File: config.mk
export PLATFORM = sky130hd
export DESIGN_NAME = uart_tx_fifo_drain
export DESIGN_NICKNAME = d
export VERILOG_FILES = /design/src/rtl/uart_tx_fifo_drain.sv
export SDC_FILE = /design/constraint.sdc
export NUM_CORES = 1
export LEC_CHECK = 0
export ABC_AREA = 1
export CAP_MARGIN = 20
export CORE_MARGIN = 4
export CORE_UTILIZATION = 35
export CTS_CLUSTER_SIZE = 16
export DETAILED_ROUTE_END_ITERATION = 16
export PLACE_DENSITY_LB_ADDON = 0.05
export SKIP_LAST_GASP = 1
export SLEW_MARGIN = 20
export SYNTH_ARGS = -nofsm -noshare
export SYNTH_HDL_FRONTEND = slang
export SYNTH_SLANG_ARGS = --single-unit
File: constraint.sdc
create_clock -name clk -period 2.4 [get_ports clk]
set_input_delay 0.48 -clock clk [delete_from_list [all_inputs] [get_ports clk]]
set_output_delay 0.48 -clock clk [all_outputs]
set_load 0.02 [all_outputs]
File: src/rtl/uart_tx_fifo_drain.sv
// rtl/uart_tx_fifo_drain.sv - drains a show-ahead byte FIFO onto a UART 8N1 (optionally 8E1/8O1) tx line
//
// Purpose: pops one byte whenever the FIFO is non-empty and the transmitter is
// idle or finishing a stop bit, then serialises it LSB first. Back-to-back
// frames have zero idle gap.
//
// Ports:
//   clk        in   1  clock, rising edge
//   rst        in   1  asynchronous, active-high reset
//   fifo_rdata in   8  byte at FIFO head (valid while fifo_empty=0)
//   fifo_empty in   1  FIFO empty flag
//   fifo_re    out  1  one-clk pop strobe per byte (combinational)
//   tx         out  1  serial line, idle high (registered)
//   busy       out  1  high while a frame is in progress (registered)
//
// Optional feature macro: UART_TX_PARITY_EN adds a parity bit after the data
// bits (even when PARITY_ODD=0, odd when PARITY_ODD=1).

module uart_tx_fifo_drain #(
  parameter int CLK_FREQ   = 100_000_000,
  parameter int BAUD       = 9600,
  parameter int PARITY_ODD = 0
) (
  input  logic       clk,
  input  logic       rst,
  input  logic [7:0] fifo_rdata,
  input  logic       fifo_empty,
  output logic       fifo_re,
  output logic       tx,
  output logic       busy
);

  localparam int BAUD_DIV = CLK_FREQ / BAUD;
  localparam int CNT_W    = $clog2(BAUD_DIV);
  localparam logic [CNT_W-1:0] CNT_LAST = CNT_W'(BAUD_DIV - 1);

  if (BAUD_DIV < 2 || (PARITY_ODD != 0 && PARITY_ODD != 1)) begin : g_cfg_err
    $error("uart_tx_fifo_drain: BAUD_DIV must be >= 2 and PARITY_ODD must be 0 or 1");
  end

`ifdef UART_TX_PARITY_EN
  typedef enum logic [2:0] {
    S_IDLE,
    S_START,
    S_DATA,
    S_PARITY,
    S_STOP
  } state_t;
`else
  typedef enum logic [1:0] {
    S_IDLE,
    S_START,
    S_DATA,
    S_STOP
  } state_t;
`endif

  state_t           state_q, state_d;
  logic [CNT_W-1:0] cnt_q, cnt_d;
  logic [2:0]       idx_q, idx_d;
  logic [7:0]       shift_q, shift_d;
  logic             tx_q, tx_d;
  logic             busy_q, busy_d;
  logic             baud_last;
`ifdef UART_TX_PARITY_EN
  logic             par_q, par_d;
`endif

  always_ff @(posedge clk or posedge rst) begin
    if (rst) begin
      state_q <= S_IDLE;
      cnt_q   <= '0;
      idx_q   <= '0;
      shift_q <= '0;
      tx_q    <= 1'b1;
      busy_q  <= 1'b0;
`ifdef UART_TX_PARITY_EN
      par_q   <= 1'b0;
`endif
    end else begin
      state_q <= state_d;
      cnt_q   <= cnt_d;
      idx_q   <= idx_d;
      shift_q <= shift_d;
      tx_q    <= tx_d;
      busy_q  <= busy_d;
`ifdef UART_TX_PARITY_EN
      par_q   <= par_d;
`endif
    end
  end

  always_comb begin
    state_d = state_q;
    cnt_d   = '0;
    idx_d   = idx_q;
    shift_d = shift_q;
    tx_d    = 1'b1;
    busy_d  = 1'b0;
`ifdef UART_TX_PARITY_EN
    par_d   = par_q;
`endif

    baud_last = (cnt_q == CNT_LAST);

    // Gated by rst so nothing is popped (and lost) while the block is held in reset.
    fifo_re = !rst && !fifo_empty &&
              ((state_q == S_IDLE) || (state_q == S_STOP && baud_last));

    // Every baud_last either changes state or starts the next data bit, so the
    // counter simply wraps to zero there.
    if (state_q != S_IDLE && !baud_last) begin
      cnt_d = cnt_q + CNT_W'(1);
    end

    case (state_q)
      S_START: begin
        if (baud_last) begin
          state_d = S_DATA;
          idx_d   = 3'd0;
        end
      end
      S_DATA: begin
        if (baud_last) begin
          shift_d = {1'b0, shift_q[7:1]};
          idx_d   = idx_q + 3'd1;
          if (idx_q == 3'd7) begin
`ifdef UART_TX_PARITY_EN
            state_d = S_PARITY;
`else
            state_d = S_STOP;
`endif
          end
        end
      end
`ifdef UART_TX_PARITY_EN
      S_PARITY: begin
        if (baud_last) begin
          state_d = S_STOP;
        end
      end
`endif
      S_STOP: begin
        if (baud_last) begin
          state_d = S_IDLE;
        end
      end
      default: begin
        state_d = state_q;
      end
    endcase

    // A pop overrides the STOP->IDLE transition for a gapless next frame.
    if (fifo_re) begin
      state_d = S_START;
      shift_d = fifo_rdata;
`ifdef UART_TX_PARITY_EN
      par_d   = ^fifo_rdata;
`endif
    end

    // Outputs are registered from the next state so tx changes on the same
    // edge as the state it belongs to.
    case (state_d)
      S_START:  tx_d = 1'b0;
      S_DATA:   tx_d = shift_d[0];
`ifdef UART_TX_PARITY_EN
      S_PARITY: tx_d = par_d ^ (PARITY_ODD != 0);
`endif
      default:  tx_d = 1'b1;
    endcase
    busy_d = (state_d != S_IDLE);
  end

  assign tx   = tx_q;
  assign busy = busy_q;

endmodule

# After elaboration in Yosys (flattened, before gate mapping)
# Cells that the tools add are included.
totals:
  input_bits: 11
  output_inout_bits: 3
  ff_bits: 29
  wordCells: 48
op_classes:
  n_addsub: 2
  eq_ne: 9
  n_mux: 14
  n_reduce_logical: 16
op_table:
  columns: ["operator", "count"]
  rows:
  - ["$mux 8", 3]
  - ["$add 14x1->14 const B", 1]
  - ["$eq 14x14->1 const B", 1]
  - ["$mux 14", 1]
  - ["$mux 2", 5]
  - ["$reduce_bool 2->1", 5]
  - ["$eq 2x2->1 const B", 3]
  - ["$mux 3", 2]
  - ["$pmux 2 s3", 1]
  - ["$pmux 3 s2", 1]
  - ["$eq 2x1->1 const B", 2]
  - ["$logic_and 1x1->1", 4]
  - ["$ne 2x2->1 const B", 2]
  - ["$add 3x1->3 const B", 1]
  - ["$eq 3x3->1 const B", 1]
  - ["$logic_not 1->1", 3]
  - ["$reduce_and 3->1", 1]
  - ["$logic_not 2->1", 1]
  - ["$pmux 1 s2", 1]
  - ["$reduce_and 2->1", 1]
  - ["$logic_or 1x1->1", 1]

# Logic depth before layout (Yosys ltp)
depth:
  depth_word: 7
  mapped_depth: 12
  mapped_depth_nobuf: 12

# Least setup slack after synthesis
# No wires, ideal clock.
synth_path:
  path_kind: "reg2out"
  from: "register cnt_q[0]"
  to: "output fifo_re"
  path_buffers: 0
  slack_ns: 0.721
  t_required_ns: 1.920
  stages_incl_launch_ff: 8
  t_arrival_ns: 1.199
  cell_sequence: "dfrtp_1 ha_1 nand3_2 nor2_4 nand2_4 nand2_4 nand2_4 clkinv_4"
synth_between:
  elab_chain_cells: 4
synth_lines:
  columns: ["element", "line", "rtl"]
  rows:
  - ["start, declared", "59", "logic [CNT_W-1:0] cnt_q, cnt_d;"]
  - ["start signal, assigned", "82", "cnt_q <= cnt_d;"]
  - ["$eq 14x14->1", "104", "baud_last = (cnt_q == CNT_LAST);"]
  - ["$logic_and 1x1->1", "108", "((state_q == S_IDLE) || (state_q == S_STOP && baud_last));"]
  - ["$logic_or 1x1->1", "108", null]
  - ["$logic_and 1x1->1", "107", "fifo_re = !rst && !fifo_empty &&"]
  - ["end, declared", "28", "output logic fifo_re,"]
# No other way between the ends.

# Worst setup path after layout
# Ends and elaborated chain as after synthesis.

==> reports/results.tsv <==
stage	metric	value	unit
timing	tns	0	ns
job	drv_cap	0	
timing	hold_slack	0.462	ns
layout	drive_gt1_frac	0.155	
synthesis	syn-num-nets	195	
setup_path	setup.worst_path.start	cnt_q[0]$_DFF_PP0_	
timing	fmax	0.443	GHz
synthesis	synthFlopType	dfrtp_1	
clock_network	cts_tree	done	
layout	postLayoutCellArea	1850	µm²
layout	nets	219	
clock_network	h-tree-depth	2	
clock_network	clkTransAtPathRegs	0.06	ns
placed_design	io_buffers	13	
setup_path	slowest_stage	dfrtp_1	
setup_path	cp.required	1.92	ns
detailed_routing	num_vias	1271	
synthesis	yosysWarningCount	0	
synthesis	ys_seq_area_frac	0.477	
detailed_routing	drtPass1Iterations	4	
setup_path	rrSetupSlack	0.65	ns
setup_path	rr_worst_depth	8	
synthesis	synth-edff-count	0	
timing	setup_viol	0	
setup_path	path_depth	8	
synthesis	syn_area	1520	µm²
detailed_routing	drc_errors	0	
clock_network	clk_latency	0.28	ns
clock_network	cts_made_buffers	5	
clock_network	hold_buffers	0	
layout	layout_common_cells	33 x nand2_1, 28 x dfrtp_1, 23 x nand3_1	
power	power_density	505	nW/µm²
setup_path	path_cells	ha_1, nand3_2, nor2_4, nand2_4, nand2_4, nand2_4, clkinv_4, dlygate4sd2_1	
placed_design	dp.cells	248	
layout	area_delta_synth_final	21.3	%
setup_path	crit_arrival	1.78	ns
clock_network	cts_num_sinks	29	
timing	period_share	0.940	
placed_design	placed_area	1760	µm²
grt	grt_pass1_vias	1266	
layout	nFillCells	410	
clock_network	root_buffer	clkbuf_8	
grt	grt_usage	0.135	
timing	slew_viol_final	0	
setup_path	critPathCapture	fifo_re	
synthesis	netlist_top_cells_area	dfrtp_1 46%, nand2_1 8.1%, nand3_1 7.6%, nor2_1 4.7%, nand4_1 4.5%	
synthesis	synth_cell_types	25	
timing	min_period	2.26	ns
synthesis	yosys.area.top_type_share	0.460	
synthesis	async_flop_share	1.00	
floorplanning	fp.dieW	74.0	µm
min_path	min_delay_path_depth	1	
run_status	status	complete, no violations	
floorplanning	num_io_pins	14	
power	finalPower	934	µW
power	ir_drop	0.308	mV
floorplanning	die_h	74.0	µm
detailed_routing	wl_per_cell	12.3	µm
grt	antenna_found_initial	0	
setup_path	max_stage_delay	0.37	ns
placed_design	gp_congestion	0.736	
setup_path	cpMostUsedCell	nand2_4	
clock_network	cts_buffer_depth	2	
timing	slew_headroom	0.698	
power	leakagePower	0.000869	µW
setup_path	worstPathMaxFanout	4	
layout	seq_area	727	µm²
timing	rsz0062_at_grt	false	
timing	hold_viol_final	0	
grt	grt_max_degree	30	
synthesis	synthCells	181	
min_path	hp-class	reg2reg	
floorplanning	coreArea	4120	µm²
setup_path	path_class	reg2out	
setup_path	cp_num_buf_inv	2	
grt	grt_remaining_overflow	0	
floorplanning	rows	23	
detailed_routing	via_per_inst	4.96	
floorplanning	die-area	5470	µm²
placed_design	hpwlAfterDp	2.25	mm
synthesis	synth_seq_cells	29	
layout	fin_cells	256	
setup_path	r2r_start	cnt_q[0]$_DFF_PP0_	
layout	multi_input_area	698	µm²
detailed_routing	wirelength	3.15	mm
setup_path	cp-start-kind	register	
detailed_routing	drt_iter0_drc	84	
timing	fin_skew	0.00600	ns
layout	layout_commonest_cell	nand2_1	
floorplanning	start_util	0.370	
timing	tightest_slew	0.450	ns
setup_path	critPathTopFamily	simple AND/OR/NAND/NOR gates	
synthesis	yosys.area.top_type	dfrtp_1	
setup_path	r2r-end	cnt_q[10]$_DFF_PP0_	
setup_path	endpoint_kind	output port	
synthesis	syn_avg_cell_area	8.42	µm²
grt	grt_pass1_wl	5.59	mm
layout	diodes	0	
detailed_routing	detail-route-antenna-nets	0	
[what timing repair did]
item,CTS,global route
endpoints found under the setup margin,1,0
setup buffers,0,0
resized for setup,1,0
[metal layers]
layer	vias to the layer above	global-route usage	part of all wire
li1	640	-	-
met1	592	0.183	0.50
met2	33	0.200	0.44
met3	6	0.0486	0.049
met4	0	0.0483	0.016
met5	-	0	0
[area by class of cell]
class	instances	share of cell area
well taps	50	0.0339
clock buffers	8	0.0487
flip-flops and latches	29	0.393
inverters	25	0.0535
multi-input cells	127	0.378
repair buffers	17	0.0928
[through the flow]
stage,util,worst slack (ns)
after floorplan,-,0.721
after global placement,0.427,-0.0608
after detailed placement,0.427,-0.0745
after CTS,0.449,0.121
after global routing,0.449,0.0134
final,0.449,0.144
[sequential cells by signal (all words and copies together), names as in the netlist]
register	flops
busy	1
shift_q	8
tx	1
idx_q	3
state_q	2
cnt_q	14
[power by group]
part           leakage (µW)  switching, µW  internal, µW
logic              0.000478           12.9          17.6
registers          0.000345              0           489
clock network     0.0000455            181           233
[synthesized netlist by cell type (3+ instances only)]
library cell,count
a21oi_1,4
dfrtp_1,28
ha_1,3
inv_1,18
inv_2,5
nand2_1,33
nand2_2,3
nand2_4,3
nand3_1,23
nand4_1,11
nor2_1,19
nor2_2,3
nor3_1,4
o21ai_0,7
xor2_1,3
[how the worst min path moves through the flow]
stage	startpoint	endpoint	slack [ns]
after global routing	cnt_q[0]$_DFF_PP0_	cnt_q[0]$_DFF_PP0_	0.50
after floorplan	cnt_q[0]$_DFF_PP0_	cnt_q[0]$_DFF_PP0_	0.43
after global placement	cnt_q[0]$_DFF_PP0_	cnt_q[0]$_DFF_PP0_	0.45
final	cnt_q[0]$_DFF_PP0_	cnt_q[0]$_DFF_PP0_	0.46
after detailed placement	cnt_q[0]$_DFF_PP0_	cnt_q[0]$_DFF_PP0_	0.46
after CTS	cnt_q[0]$_DFF_PP0_	cnt_q[0]$_DFF_PP0_	0.47
[kinds of logic after synthesis]
group | count (synthesis) | synth area share
AOI/OAI and AO/OA | 11 | 0.0361
xor gates and xnor gates | 5 | 0.0287
adders and majority gates | 3 | 0.0246
and+or+nand+nor | 108 | 0.369
buffers and inverters | 25 | 0.0649
DFF | 29 | 0.477
Power figures use the tool's default switching activity.
==> edit 1: new RTL, config.mk and constraints unchanged <==
Set the parameter `CLK_FREQ` to 200_000_000 (it was 100_000_000).
--- a/src/rtl/uart_tx_fifo_drain.sv
+++ b/src/rtl/uart_tx_fifo_drain.sv
@@ -17,7 +17,7 @@
 // bits (even when PARITY_ODD=0, odd when PARITY_ODD=1).
 
 module uart_tx_fifo_drain #(
-  parameter int CLK_FREQ   = 100_000_000,
+  parameter int CLK_FREQ   = 200_000_000,
   parameter int BAUD       = 9600,
   parameter int PARITY_ODD = 0
 ) (
Behaviour: same outputs for any inputs over 10 cycles, from zero or initial values and one cycle with rst high; that may be too few to reach the edited logic, so the function may still have changed.
==> edit 1 against the unedited design <==
Final area increased by 12%. Via count increased by 6.3%. First-iteration DRC count increased by 13%. Utilization decreased by 1.1 points. Total power increased by 1.5%. Worst setup slack got worse by 0.014 ns. Area after synthesis increased by 13%. Sequential share of layout area decreased by 3.0 points. Global-route usage decreased by 0.48 points. Routed wire length increased by 11%. Sequential cell count increased by 1. Critical path type unchanged. Largest cell class is now multi-input gates. Largest power group unchanged.
==> edit 1: results <==
set metrics [dict create \
    ys.flop_type "dfrtp_1" \
    drive_above_1_share_pct 20.78 \
    status "completed" \
    drt-initial-drc-count 95 \
    r2r-end "tx" \
    routabilityCongestion 0.8802 \
    synth_common_cells "nand2_1 (40), dfrtp_1 (29), nor2_1 (27), nand3_1 (26), inv_1 (22)" \
    ys_types 29 \
    nFillCells 499 \
    reg2reg_depth 11 \
    grt_max_degree 31 \
    dpl.hpwl_mm 2.646 \
    vdd_drop_max_v 0.0002163 \
    vias_per_cell 4.534 \
    fin_skew_ns 0.006472 \
    worst_pin_slew_ns 0.4141 \
    max_stage_delay_ns 0.42 \
    syn_nets 219 \
    total_leakage_power_nw 0.9639 \
    synth_seq_area_share_pct 43.80 \
    grt_pass1_wl_mm 6.175 \
    dp.cells 290 \
    pre_cts_ws_ns -0.05569 \
    route.vias.total 1351 \
    grtUsageTotal_pct 13.03 \
    dpl_cell_area_sq_mm 0.001978 \
    min_to "shift_q[2]" \
    r2r_slack_ns 0.69 \
    drt-total-wl_mm 3.485 \
    ys_top_cells_by_area "dfrtp_1 (42%), nand2_1 (8.7%), nand3_1 (7.6%)" \
    nNetsFinal 245 \
    holdPathStages 2 \
    reg_top3 "cnt_q x15, shift_q x8, idx_q x3" \
    diodes 0 \
    hp-start "shift_q[3]" \
    holdWs_ns 0.5008 \
]
[edit 1: cell types whose count changed in the layout (fill, tap and decap cells not counted), moves of 3 or more]
| cell | unedited run | this run |
|---|---|---|
| buf_4 | 3 | 7 |
| inv_1 | 18 | 22 |
| nand2_1 | 33 | 40 |
| nand2_2 | 3 | 6 |
| nand3_1 | 23 | 26 |
| nand4_1 | 11 | 2 |
| nor2_1 | 19 | 27 |
| nor2_4 | 2 | 5 |
| nor3_1 | 4 | 7 |
| o21ai_0 | 7 | 0 |
[edit 1: worst reg2reg max path, cell delays in order, from the launching register on]
cell	delay, ns
dfrtp_1	0.42
inv_1	0.08
ha_1	0.19
nand2_1	0.07
nor2_1	0.14
nand2_1	0.08
nor2_1	0.17
nand2_1	0.16
nand2_2	0.13
nand3_1	0.09
nand2_1	0.09
nand2_2	0.05
[edit 1: stage by stage]
stage                      TNS, ns  util [%]  power [W]
after floorplan                  0         -  0.0005226
after global placement    -0.04195     41.88  0.0005447
after detailed placement  -0.05569     41.88  0.0005452
after CTS                        0     43.79  0.0009682
after global routing             0     43.79   0.001001
final                            0     43.79  0.0009481
[edit 1: how the worst max path moves through the flow]
stage	startpoint	end	slack [ns]	cells past startpoint
after floorplan	cnt_q[0]	fifo_re	0.76	8
after global placement	rst	fifo_re	-0.04	5
after detailed placement	rst	fifo_re	-0.06	5
after CTS	cnt_q[0]	fifo_re	0.1	9
after global routing	cnt_q[0]	fifo_re	0.03	9
final	cnt_q[0]	fifo_re	0.13	9
[edit 1: report_power, final]
group | internal, W | switching [W] | total [W]
sequential | 0.000506 | 0 | 0.000506
combinational | 0.0000154 | 0.0000140 | 0.0000293
clock | 0.000231 | 0.000182 | 0.000413
[edit 1: kinds of logic after synthesis]
| logic type | after synthesis | share of synthesized area, % |
|---|---|---|
| AOI/OAI and AO/OA | 9 | 3.572 |
| muxes | 1 | 0.6559 |
| xor gates and xnor gates | 2 | 1.021 |
| buffers and inverters | 28 | 6.924 |
| adders and majority gates | 4 | 2.916 |
| DFF | 30 | 43.81 |
| and+or+nand+nor | 130 | 41.11 |
[edit 1: per-layer routing]
| metal | GRT usage, % | vias up | share of wire [%] |
|---|---|---|---|
| met2 | 22.35 | 14 | 52 |
| met5 | 0 | - | 0 |
| met4 | 4.895 | 0 | 1.5 |
| met1 | 15.32 | 629 | 44 |
| li1 | - | 702 | - |
| met3 | 3.899 | 6 | 2.9 |
[edit 1: area by class of cell]
| type | count | share of cell area, % |
|---|---|---|
| well taps | 67 | 4.053 |
| inverters | 27 | 5.505 |
| flip-flops and latches | 30 | 36.36 |
| repair buffers | 20 | 8.772 |
| clock buffers | 7 | 4.174 |
| clock inverters | 1 | 0.2420 |
| multi-input cells | 146 | 40.90 |
==> edit 2: new RTL, same settings <==
Without the edit above. Register the output `tx` once more, cleared by the reset; this adds one clock of latency there. The other outputs are not delayed to match. Comments in the files are not updated.
--- a/src/rtl/uart_tx_fifo_drain.sv
+++ b/src/rtl/uart_tx_fifo_drain.sv
@@ -172,7 +172,13 @@
     busy_d = (state_d != S_IDLE);
   end
 
-  assign tx   = tx_q;
+  always_ff @(posedge clk or posedge rst) begin
+    if (rst) begin
+      tx <= '0;
+    end else begin
+      tx <= tx_q;
+    end
+  end
   assign busy = busy_q;
 
 endmodule
Formal check against the unedited RTL: not equivalent (a bounded check fails within 4 cycles, from zero or initial values and one cycle with rst high).
==> edit 2 against the unedited design <==
Worst setup slack gained 0.014 ns. Sequential power up 3%. Die area grew 1.5%. Routed wire length rose by 0.48%. Final area grew 0.34%. Total power fell by 2.5%. Area after synthesis rose by 1.6%. Sequential cell count is 1 higher. Sequential share of layout area grew 1.2 points. Highest routed layer unchanged.
==> edit 2: results <==
set metrics [dict create \
    grt_pass1_wl_mm 5.561 \
    cp_data_arrival_time_ns 1.76 \
    wl_met3_microns 166 \
    seq_area_share_pct 40.55 \
    dpl.hpwl_mm 2.278 \
    grtUsageTotal_pct 13.50 \
    swShare_pct 20.87 \
    ys_top_cells_by_area "dfrtp_1 (47%), nand2_1 (8.0%), nand3_1 (7.4%)" \
    syn_nets 196 \
    ys_ff_latch 30 \
    seq_cell_power_w 0.000506 \
    nFillCells 415 \
    pg_clk_w 0.000377 \
    signal_buffer_area_fraction_pct 8.974 \
    vias_per_cell 4.809 \
    met2_length_mm 1.330 \
    firstDrtPassIters 5 \
    nNonClkBuffers 18 \
    drt-met1-wl_mm 1.587 \
    grt.met3_usage_pct 5.270 \
    gr-usage-met1_pct 18.14 \
    final-clk-cell-share_pct 4.116 \
    nNetsFinal 221 \
    multi_input_area_share_pct 37.65 \
    drive_above_1_share_pct 15.46 \
    route.detailed.wl_per_inst_microns 12.30 \
    status "completed" \
    pre_cts_ws_ns -0.01223 \
    total_leakage_power_nw 0.8769 \
    fin_skew_ns 0.002925 \
]
edit 2: cell types whose count changed after synthesis, sizes merged:
| cell | before | now |
|---|---|---|
| dfrtp | 28 | 29 |
edit 2: final timing paths:
path                            startpoint         end  slack, ns  cells past startpoint
worst min-delay path                  tx_q          tx       0.39                      0
worst max-delay path              cnt_q[0]     fifo_re       0.16                      8
min in group asynchronous              rst  shift_q[3]       0.63                      3
max in group asynchronous              rst        tx_q       1.46                      3
worst max register to register    cnt_q[0]   cnt_q[10]       0.67                      8
worst min register to register        tx_q          tx       0.39                      0
edit 2: metrics by stage:
step / total power, W / cell area, sq um / instances
floorplan: 0.0005226 / 1549 / 182
global placement: 0.0005440 / 1779 / 250
detailed placement: 0.0005441 / 1779 / 250
CTS: 0.0009302 / 1854 / 257
global route: 0.0009528 / 1854 / 257
finish: 0.0009104 / 1854 / 257
edit 2: timing repair:
| item | CTS | global route |
|---|---|---|
| setup buffers | 0 | 0 |
| resized for setup | 1 | 0 |
| endpoints found under the setup margin | 1 | 0 |
